[src/rtl/pong_sound.sv]
// Square-wave tone generator fed by the hit/wall/score sound timers.
// Picks the highest-priority active source and emits its tone on the falling clock edge.
module pong_sound #(
  parameter int unsigned        CLK_FREQ  = 0,
  parameter int unsigned        HIT_HZ    = 491,
  parameter int unsigned        WALL_HZ   = 246,
  parameter int unsigned        SCORE_HZ  = 123,
  parameter logic signed [15:0] AMPLITUDE = 16'sd8192
) (
  input  logic               _clk,
  input  logic               reset,
  input  logic               hit_en,
  input  logic               wall_en,
  input  logic               score_en,
  input  logic               mute,
  output logic               sound,
  output logic signed [15:0] audio,
  output logic [1:0]         active
);

  typedef enum logic [1:0] {SelNone, SelWall, SelHit, SelScore} sel_e;

  function automatic logic [31:0] half_of(int unsigned hz);
    int unsigned q;
    if (hz == 0) return 32'd1;
    q = CLK_FREQ / (2 * hz);
    return (q == 0) ? 32'd1 : q;
  endfunction

  localparam logic [31:0] HalfHit   = half_of(HIT_HZ);
  localparam logic [31:0] HalfWall  = half_of(WALL_HZ);
  localparam logic [31:0] HalfScore = half_of(SCORE_HZ);

  logic [2:0]         en_q;  // {score, hit, wall}
  logic               mute_q;
  sel_e               sel, sel_q;
  logic [31:0]        half_sel;
  logic [31:0]        cnt_q, cnt_d;
  logic               tone_q, tone_d;
  logic               sound_d;
  logic signed [15:0] audio_d;

  // A source whose frequency is 0 can never win arbitration.
  always_comb begin
    sel = SelNone;
    if (en_q[2] && SCORE_HZ != 0)    sel = SelScore;
    else if (en_q[1] && HIT_HZ != 0)  sel = SelHit;
    else if (en_q[0] && WALL_HZ != 0) sel = SelWall;
  end

  always_comb begin
    half_sel = 32'd1;
    unique case (sel)
      SelWall:  half_sel = HalfWall;
      SelHit:   half_sel = HalfHit;
      SelScore: half_sel = HalfScore;
      default:  half_sel = 32'd1;
    endcase
  end

  always_comb begin
    cnt_d  = cnt_q;
    tone_d = tone_q;
    if (sel != sel_q) begin
      // Source change: every new tone starts with a full high half-period.
      cnt_d  = (sel == SelNone) ? 32'd0 : half_sel - 32'd1;
      tone_d = (sel != SelNone);
    end else if (sel != SelNone) begin
      if (cnt_q == 32'd0) begin
        tone_d = ~tone_q;
        cnt_d  = half_sel - 32'd1;
      end else begin
        cnt_d  = cnt_q - 32'd1;
      end
    end else begin
      cnt_d  = 32'd0;
      tone_d = 1'b0;
    end

    sound_d = tone_d & ~mute_q;
    audio_d = 16'sd0;
    if (sound_d)                          audio_d = AMPLITUDE;
    else if (sel != SelNone && !mute_q)   audio_d = -AMPLITUDE;
  end

  always_ff @(negedge _clk) begin
    if (reset) begin
      en_q   <= 3'b000;
      mute_q <= 1'b0;
      sel_q  <= SelNone;
      cnt_q  <= 32'd0;
      tone_q <= 1'b0;
      sound  <= 1'b0;
      audio  <= 16'sd0;
    end else begin
      en_q   <= {score_en, hit_en, wall_en};
      mute_q <= mute;
      sel_q  <= sel;
      cnt_q  <= cnt_d;
      tone_q <= tone_d;
      sound  <= sound_d;
      audio  <= audio_d;
    end
  end

  assign active = sel_q;

endmodule

[config.mk]
export PLATFORM = sky130hd
export DESIGN_NAME = pong_sound
export DESIGN_NICKNAME = d
export VERILOG_FILES = /design/src/rtl/pong_sound.sv
export SDC_FILE = /design/constraint.sdc
export NUM_CORES = 1
export LEC_CHECK = 0
export BUFFER_PORTS_ARGS = -buffer_cell sky130_fd_sc_hd__clkbuf_2
export CORE_MARGIN = 4
export CORE_UTILIZATION = 40
export CTS_BUF_LIST = sky130_fd_sc_hd__clkbuf_4 sky130_fd_sc_hd__clkbuf_8
export DETAILED_ROUTE_END_ITERATION = 7
export GPL_TIMING_DRIVEN = 0
export PLACE_DENSITY_LB_ADDON = 0.2
export SLEW_MARGIN = 20
export SYNTH_ARGS = -nofsm -noshare
export SYNTH_HDL_FRONTEND = slang
export SYNTH_SLANG_ARGS = --single-unit
[constraint.sdc]
create_clock -name _clk -period 3.28 [get_ports _clk]
set_clock_uncertainty 0.15 [all_clocks]
set_input_delay 0.984 -clock _clk [delete_from_list [all_inputs] [get_ports _clk]]
set_output_delay 0.984 -clock _clk [all_outputs]
set_load 0.05 [all_outputs]
; ---- Word level (Yosys, flattened, before mapping)
; Index checks and enable logic that the tools add are counted.
[word_totals]
reg_bits = 56
inputBits = 6
output_inout_bits = 19
word_cells = 28
[op_classes]
addsub = 1
n_eq_ne = 1
n_mux = 8
n_bitwise = 4
n_reduce_logical = 6
[op_table]
columns = cell, n
row1 = logical NOT 32 bit, 1
row2 = subtractor 32 x 1 -> 32 bit (second input constant), 1
row3 = two-way mux 16 bit, 1
row4 = two-way mux 14 bit, 1
row5 = two-way mux 1 bit, 4
row6 = two-way mux 2 bit, 2
row7 = OR reduction 4 bit, 1
row8 = inverter 1 bit, 3
row9 = inequality test 2 bit, 1
row10 = nonzero test 2 bit, 1
row11 = OR reduction 2 bit, 1
row12 = bitwise AND 1 bit, 1
row13 = logical AND 1 bit, 1
row14 = logical NOT 1 bit, 1

; ---- Longest topological paths before layout
; Gate-level depths: netlist of the first run.
[depth]
ltp_word = 8
mapped_depth = 10
ltp_nobuf = 7

==> reports/metrics.yaml, run 1 <==
synth_edf_count: 0
fillCellCount: 366
numCtsBuffers: 5
slew_headroom_pct: 59.18
crit_type: "reg2out"
synth_area_um2: 1894
area_growth_pct: 47.16
drc: 0
wl_per_cell_um: 11.26
synthCells: 209
viasPerCell: 4.701
final_cell_count_no_fill: 344
totalWireLength_mm: 3.873
placedCellCount: 284
required_ns: 2.15
cp_slowest_cell: "dfxtp_4"
clkTransAtPathRegs_ns: 0.03
pwr_density_cell_nw_per_um2: 438.6
initial_utilization_pct: 42.34
drtIter0Drc: 78
nets: 298
worst_pin_slew_ns: 0.6067
cp.arrival_ns: 2.59
final_antenna_net_count: 0
cp-start-kind: "register"
synth_seq_cells: 42
overflow: 0
ys.flop_type: "dfxtp_1"
grt_pass1_vias: 1650
root_buffer: "clkbuf_8"
die_area_um2: 5901
yosysSeqAreaShare_pct: 44.39
final_cell_mix: "46 x inv_1, 37 x dfxtp_1, 19 x nor2_4, 19 x buf_4"
p_leak_nw: 1.440
synth_area_per_cell_um2: 9.064
hold_viol: 0
rows: 24
antenna_found_initial: 0
rsz0062_at_grt: "true"
antenna_cells: 0
max_cap_violations: 0
grt_max_degree: 13
clkPwrFrac_pct: 48.1
postCtsHoldBufs: 0
drive_above_1_share_pct: 30.82
ir_drop_uv: 267.4
report.final.slew_viol_count: 0
hold_class: "reg2reg"
path_cells: "buf_8, clkbuf_16"
clkLatencyLatePin_ns: 0.36
layout_commonest_cell: "inv_1"
dieHeight_um: 76.82
dp_hpwl_mm: 2.386
crit_start: "audio[14]"
track_usage_pct: 13.85
cp-endpoint: "audio[15]"
combPwrFrac_pct: 8.8
htreeDepth: 2
worst_slack_ns: -0.4474
boundaryPins: 25
grt_pass1_wl_mm: 6.658
r2r_start: "cnt_q[0]"
p_switching_mw: 0.3692
clock_path_buffers: 2
synth_cell_types: 36
r2r-end: "cnt_q[23]"
core_area_um2: 4474
place_congestion: 0.7138
status: "complete, but fails checks"
p_int_mw: 0.8534
cts_tree: "done"
total_power_mw: 1.223
firstDrtPassIters: 4
ys_warn_count: 0
num_vias: 1617
rrSetupSlack_ns: 0.45
violations: "negative setup slack"
cts.sinks: 42
finalSetupViolations: 34
portBuffers: 11
cp_max_fo: 2
ff2ff_path_depth: 10
endpoint_kind: "primary output"
p_sw_share_pct: 30.20
dieWidth_um: 76.82
crit_path_max_incr_delay_ns: 0.33
p_seq_share_pct: 43.1
async_flop_share_pct: 0
[what timing repair did]
| action | in CTS | in global routing |
|---|---|---|
| gates resized for setup | 38 | 40 |
| pin swaps | 3 | 2 |
| setup buffers | 6 | 3 |
| cloned | 3 | 0 |
| endpoints found under the setup margin | 34 | 36 |
[final cells by class]
cell class                      instances  area (um^2)  area share, %
Multi-Input combinational cell        156         1119          40.13
Sequential cell                        42        854.6          30.66
Timing Repair Buffer                   22        301.5          10.82
Clock inverter                         45        196.4          7.047
Buffer                                 19        171.4          6.149
Clock buffer                            5        68.82          2.469
Tap cell                               52        65.06          2.334
Inverter                                3        11.26         0.4040
[kinds of logic after synthesis]
logic type / Yosys count / share of synthesized area [%]
flip-flops: 42 / 44.39
AO/OA/AOI/OAI: 16 / 5.482
buffers and inverters: 23 / 8.586
other: 1 / 0.1980
XOR/XNOR: 25 / 11.56
AND/OR/NAND/NOR: 100 / 28.60
adder cells (fa/ha/maj): 1 / 0.6604
multiplexers: 1 / 0.5284
[state kept, by name, summed over array words and instances, names as in the netlist]
signal	flops
sound	1
cnt_q	32
tone_q	1
audio	2
active	2
mute_q	1
en_q	3
[worst max-delay path, delay by kind of cell, from the launching register on]
kind     cells  cell delay [ns]
flops        1             0.33
buf+inv      2             0.27
[cell usage after synthesis (2+ instances only)]
master | count | area, um^2
a21boi_1 | 2 | 15.01
a21oi_1 | 6 | 30.03
buf_4 | 14 | 105.1
buf_6 | 3 | 33.78
dfxtp_1 | 42 | 840.8
inv_1 | 4 | 15.01
nand2_1 | 3 | 11.26
nand3_1 | 3 | 15.01
nand4_1 | 2 | 12.51
nor2_1 | 41 | 153.9
nor2b_1 | 5 | 31.28
nor3_1 | 14 | 70.07
nor4_1 | 7 | 43.79
o21ai_0 | 2 | 10.01
o31ai_1 | 3 | 22.52
or2_2 | 4 | 25.02
or3_1 | 4 | 25.02
or4_1 | 7 | 52.55
or4_4 | 2 | 22.52
or4b_1 | 2 | 20.02
xnor2_1 | 18 | 157.7
xor2_1 | 7 | 61.31
[worst min path at each step]
stage          depth (start not counted)  slack (ns)   start         to
2_1_floorplan                          1        0.23  mute_q  audio[13]
3_3_place_gp                           1        0.24  mute_q  audio[13]
3_5_place_dp                           1        0.25  mute_q  audio[13]
4_1_cts                                1        0.25  mute_q  audio[13]
5_1_grt                                1        0.25  mute_q  audio[13]
6_report                               1        0.26  mute_q  audio[13]
[per-layer routing]
layer	routed length, um	vias to the layer above	share of wire, %	global-route usage, %
li1	-	861	-	-
met1	1811	728	47	16.08
met2	1857	23	48	20.03
met3	154	5	4.0	6.089
met4	50	0	1.3	10.14
met5	0	-	0	0
[per-stage QoR]
step	worst slack (ns)	utilization (%)	hold slack (ns)	cell area, um^2	setup TNS, ns
2_1_floorplan	-0.2494	-	0.2312	1967	-6.169
3_3_place_gp	-0.5557	46.64	0.2447	2087	-15.63
3_5_place_dp	-0.5755	46.64	0.2478	2087	-16.30
4_1_cts	-0.4566	58.75	0.2533	2629	-6.079
5_1_grt	-0.4831	62.30	0.2462	2788	-5.868
6_report	-0.4474	62.30	0.2581	2788	-5.367
[power groups by stage]
stage / Sequential (mW) / Clock (mW) / Combinational (mW)
global route: 0.526 / 0.688 / 0.113
finish: 0.527 / 0.589 / 0.107
CTS: 0.526 / 0.620 / 0.105
floorplan: 0.546 / 0.0799 / 0.0609
detailed placement: 0.534 / 0.0799 / 0.0843
global placement: 0.533 / 0.0799 / 0.0836
(Power assumes the default switching activity.)
==> run 2, diff against run 1 <==
--- a/config.mk
+++ b/config.mk
@@ -7,8 +7,9 @@
 export LEC_CHECK = 0
 export BUFFER_PORTS_ARGS = -buffer_cell sky130_fd_sc_hd__clkbuf_2
 export CORE_MARGIN = 4
-export CORE_UTILIZATION = 40
+export CORE_UTILIZATION = 59
 export CTS_BUF_LIST = sky130_fd_sc_hd__clkbuf_4 sky130_fd_sc_hd__clkbuf_8
+export CTS_CLUSTER_SIZE = 14
 export DETAILED_ROUTE_END_ITERATION = 7
 export GPL_TIMING_DRIVEN = 0
 export PLACE_DENSITY_LB_ADDON = 0.2
==> run 2 against run 1 <==
  * The flow still finishes with violations (negative setup slack)
  * Largest cell class unchanged
  * Critical path type unchanged
  * Total power decreased by 8.8%
  * Critical endpoint unchanged
  * Sequential cell count unchanged
  * Core utilization rose by 28 points
  * Count of clock-buffer cells in the layout unchanged
  * Critical path depth unchanged
  * Routed wire length is 44% higher
==> reports/metrics.yaml, run 2 (same netlist as run 1, synthesis figures left out) <==
seq_area_um2: 849.6  # -0.59%
die_area_um2: 4182  # -29%
grt_use_met2_pct: 42.01  # +22 points
rows: 20  # -17%
htreeDepth: 2  # unchanged
cp_slowest_cell: "dfxtp_4"
fillCellCount: 137  # -63%
hold_path_depth: 1  # unchanged
largest_registers: "cnt_q (32), en_q (3)"
place_congestion: 0.8103  # +14%
drc: 0  # unchanged
boundaryPins: 25  # unchanged
dieWidth_um: 64.67  # -16%
overflow: 0  # unchanged
total_power_mw: 1.115  # -8.8%
numCtsBuffers: 5  # unchanged
finalSetupViolations: 34  # unchanged
cp.arrival_ns: 2.68  # +0.09 ns
final_cell_area_um2: 2761  # -0.94%
area_growth_pct: 45.77
viasPerCell: 5.496  # +17%
wl_per_cell_um: 16.69  # +48%
largest_register: "cnt_q"
cp-start-kind: "register"
dp_slack_ns: -0.5529  # +0.02268 ns
endpoint_kind: "primary output"
p_leak_nw: 1.417  # -1.6%
pwr_density_cell_nw_per_um2: 403.9  # -7.9%
use_met1_pct: 27.72  # +12 points
path_cells: "buf_8, clkbuf_16"
largest_register_ffs: 32  # unchanged
num_vias: 1841  # +14%
status: "complete, but fails checks"
clkLatencyLatePin_ns: 0.45  # +0.09 ns
clkTransAtPathRegs_ns: 0.05  # +0.02 ns
hp-start: "mute_q"
core_area_um2: 3053  # -32%
crit_path_max_incr_delay_ns: 0.34  # about the same
root_buffer: "clkbuf_4"
initial_utilization_pct: 62.05  # +20 points
max_cap_violations: 0  # unchanged
hold_class: "reg2reg"
grt_pass1_wl_mm: 8.190  # +23%
worst_pin_slew_ns: 0.5600  # -0.04673 ns
clock_path_buffers: 2  # unchanged
crit_type: "reg2out"
placed_area_um2: 2077  # -0.48%
firstDrtPassIters: 7  # +3
whs_endpoint: "audio[13]"
antenna_cells: 0  # unchanged
drtIter0Drc: 168  # +120%
dp_hpwl_mm: 2.296  # -3.8%
cp_max_fo: 2  # unchanged
grt_pass1_vias: 1889  # +14%
ff2ff_path_depth: 11  # +1
cts.sinks: 42  # unchanged
report.final.slew_viol_count: 0  # unchanged
worst_slack_ns: -0.5383  # -0.09092 ns
totalWireLength_mm: 5.590  # +44%
dieHeight_um: 64.67  # -16%
track_usage_pct: 25.49  # +12 points
multi_input_comb_area_um2: 1149  # +2.7%
required_ns: 2.15  # about the same
slew_headroom_pct: 62.67  # +3.5 points
grt_max_degree: 13  # unchanged
nets: 297  # -0.34%
cts_tree: "done"
antenna_found_initial: 0  # unchanged
portBuffers: 11  # unchanged
rrSetupSlack_ns: 0.18  # -0.27 ns
r2r-end: "cnt_q[16]"
final_cell_mix: "45 x inv_1, 37 x dfxtp_1, 25 x nor2_4, 18 x xnor2_1, 17 x buf_4"
final_antenna_net_count: 0  # unchanged
layout_commonest_cell: "inv_1"
utilization_pct: 90.45  # +28 points
drive_above_1_share_pct: 31.27  # +0.45 points
busiest_layer: "met2"
ir_drop_uv: 504.6  # +89%
final_cell_count_no_fill: 335  # -2.6%
rsz0062_at_grt: "true"
hold_viol: 0  # unchanged
placedCellCount: 276  # -2.8%
r2r_start: "cnt_q[0]"
use_met3_pct: 7.972  # +1.9 points
violations: "negative setup slack"
==> run 2: layout make-up <==
class | instances | share of cell area [%]
Multi-Input combinational cell | 156 | 41.59
Sequential cell | 42 | 30.77
Timing Repair Buffer | 21 | 11.06
Buffer | 19 | 6.570
Clock inverter | 45 | 6.253
Tap cell | 44 | 1.994
Clock buffer | 5 | 1.359
Inverter | 3 | 0.4078
==> run 2: worst max-delay path: cells and delay by family (launching register included) <==
family                 cells  cell delay (ns)
buffers and inverters      2             0.27
DFF                        1             0.34
==> run 2: report_power, final <==
part           switching [mW]  internal [mW]  leakage (nW)  total [mW]
registers             0.00693          0.519         0.343       0.526
clock network           0.338          0.144         0.247       0.482
logic                  0.0664         0.0408         0.828       0.107
total                   0.411          0.704          1.42        1.12
==> run 2: per-layer routing <==
layer	share of wire [%]	routed length (um)
met1	37	2081
met3	7.7	428
met4	2.4	134
met2	53	2945
met5	0	0
==> run 2: worst max-delay path by stage <==
stage / start / end / cells past startpoint
2_1_floorplan: reset / cnt_q[27] / 6
3_5_place_dp: reset / cnt_q[5] / 7
3_3_place_gp: reset / cnt_q[23] / 7
4_1_cts: audio[14] / audio[15] / 2
6_report: audio[14] / audio[15] / 2
5_1_grt: audio[14] / audio[15] / 2
==> run 2: metrics by stage <==
| stage | hold WS [ns] | TNS, ns |
|---|---|---|
| CTS | 0.2488 | -4.744 |
| floorplan | 0.2312 | -6.169 |
| finish | 0.3150 | -4.811 |
| detailed placement | 0.2440 | -15.30 |
| global route | 0.3120 | -5.029 |
| global placement | 0.2430 | -15.19 |
==> run 2: repair_timing <==
action                     CTS  global route
buffers inserted             8             0
pin swaps                    3             3
gates resized for setup     37            45
hold buffers                 0             0
setup endpoints to repair   27            34
cloned                       2             0
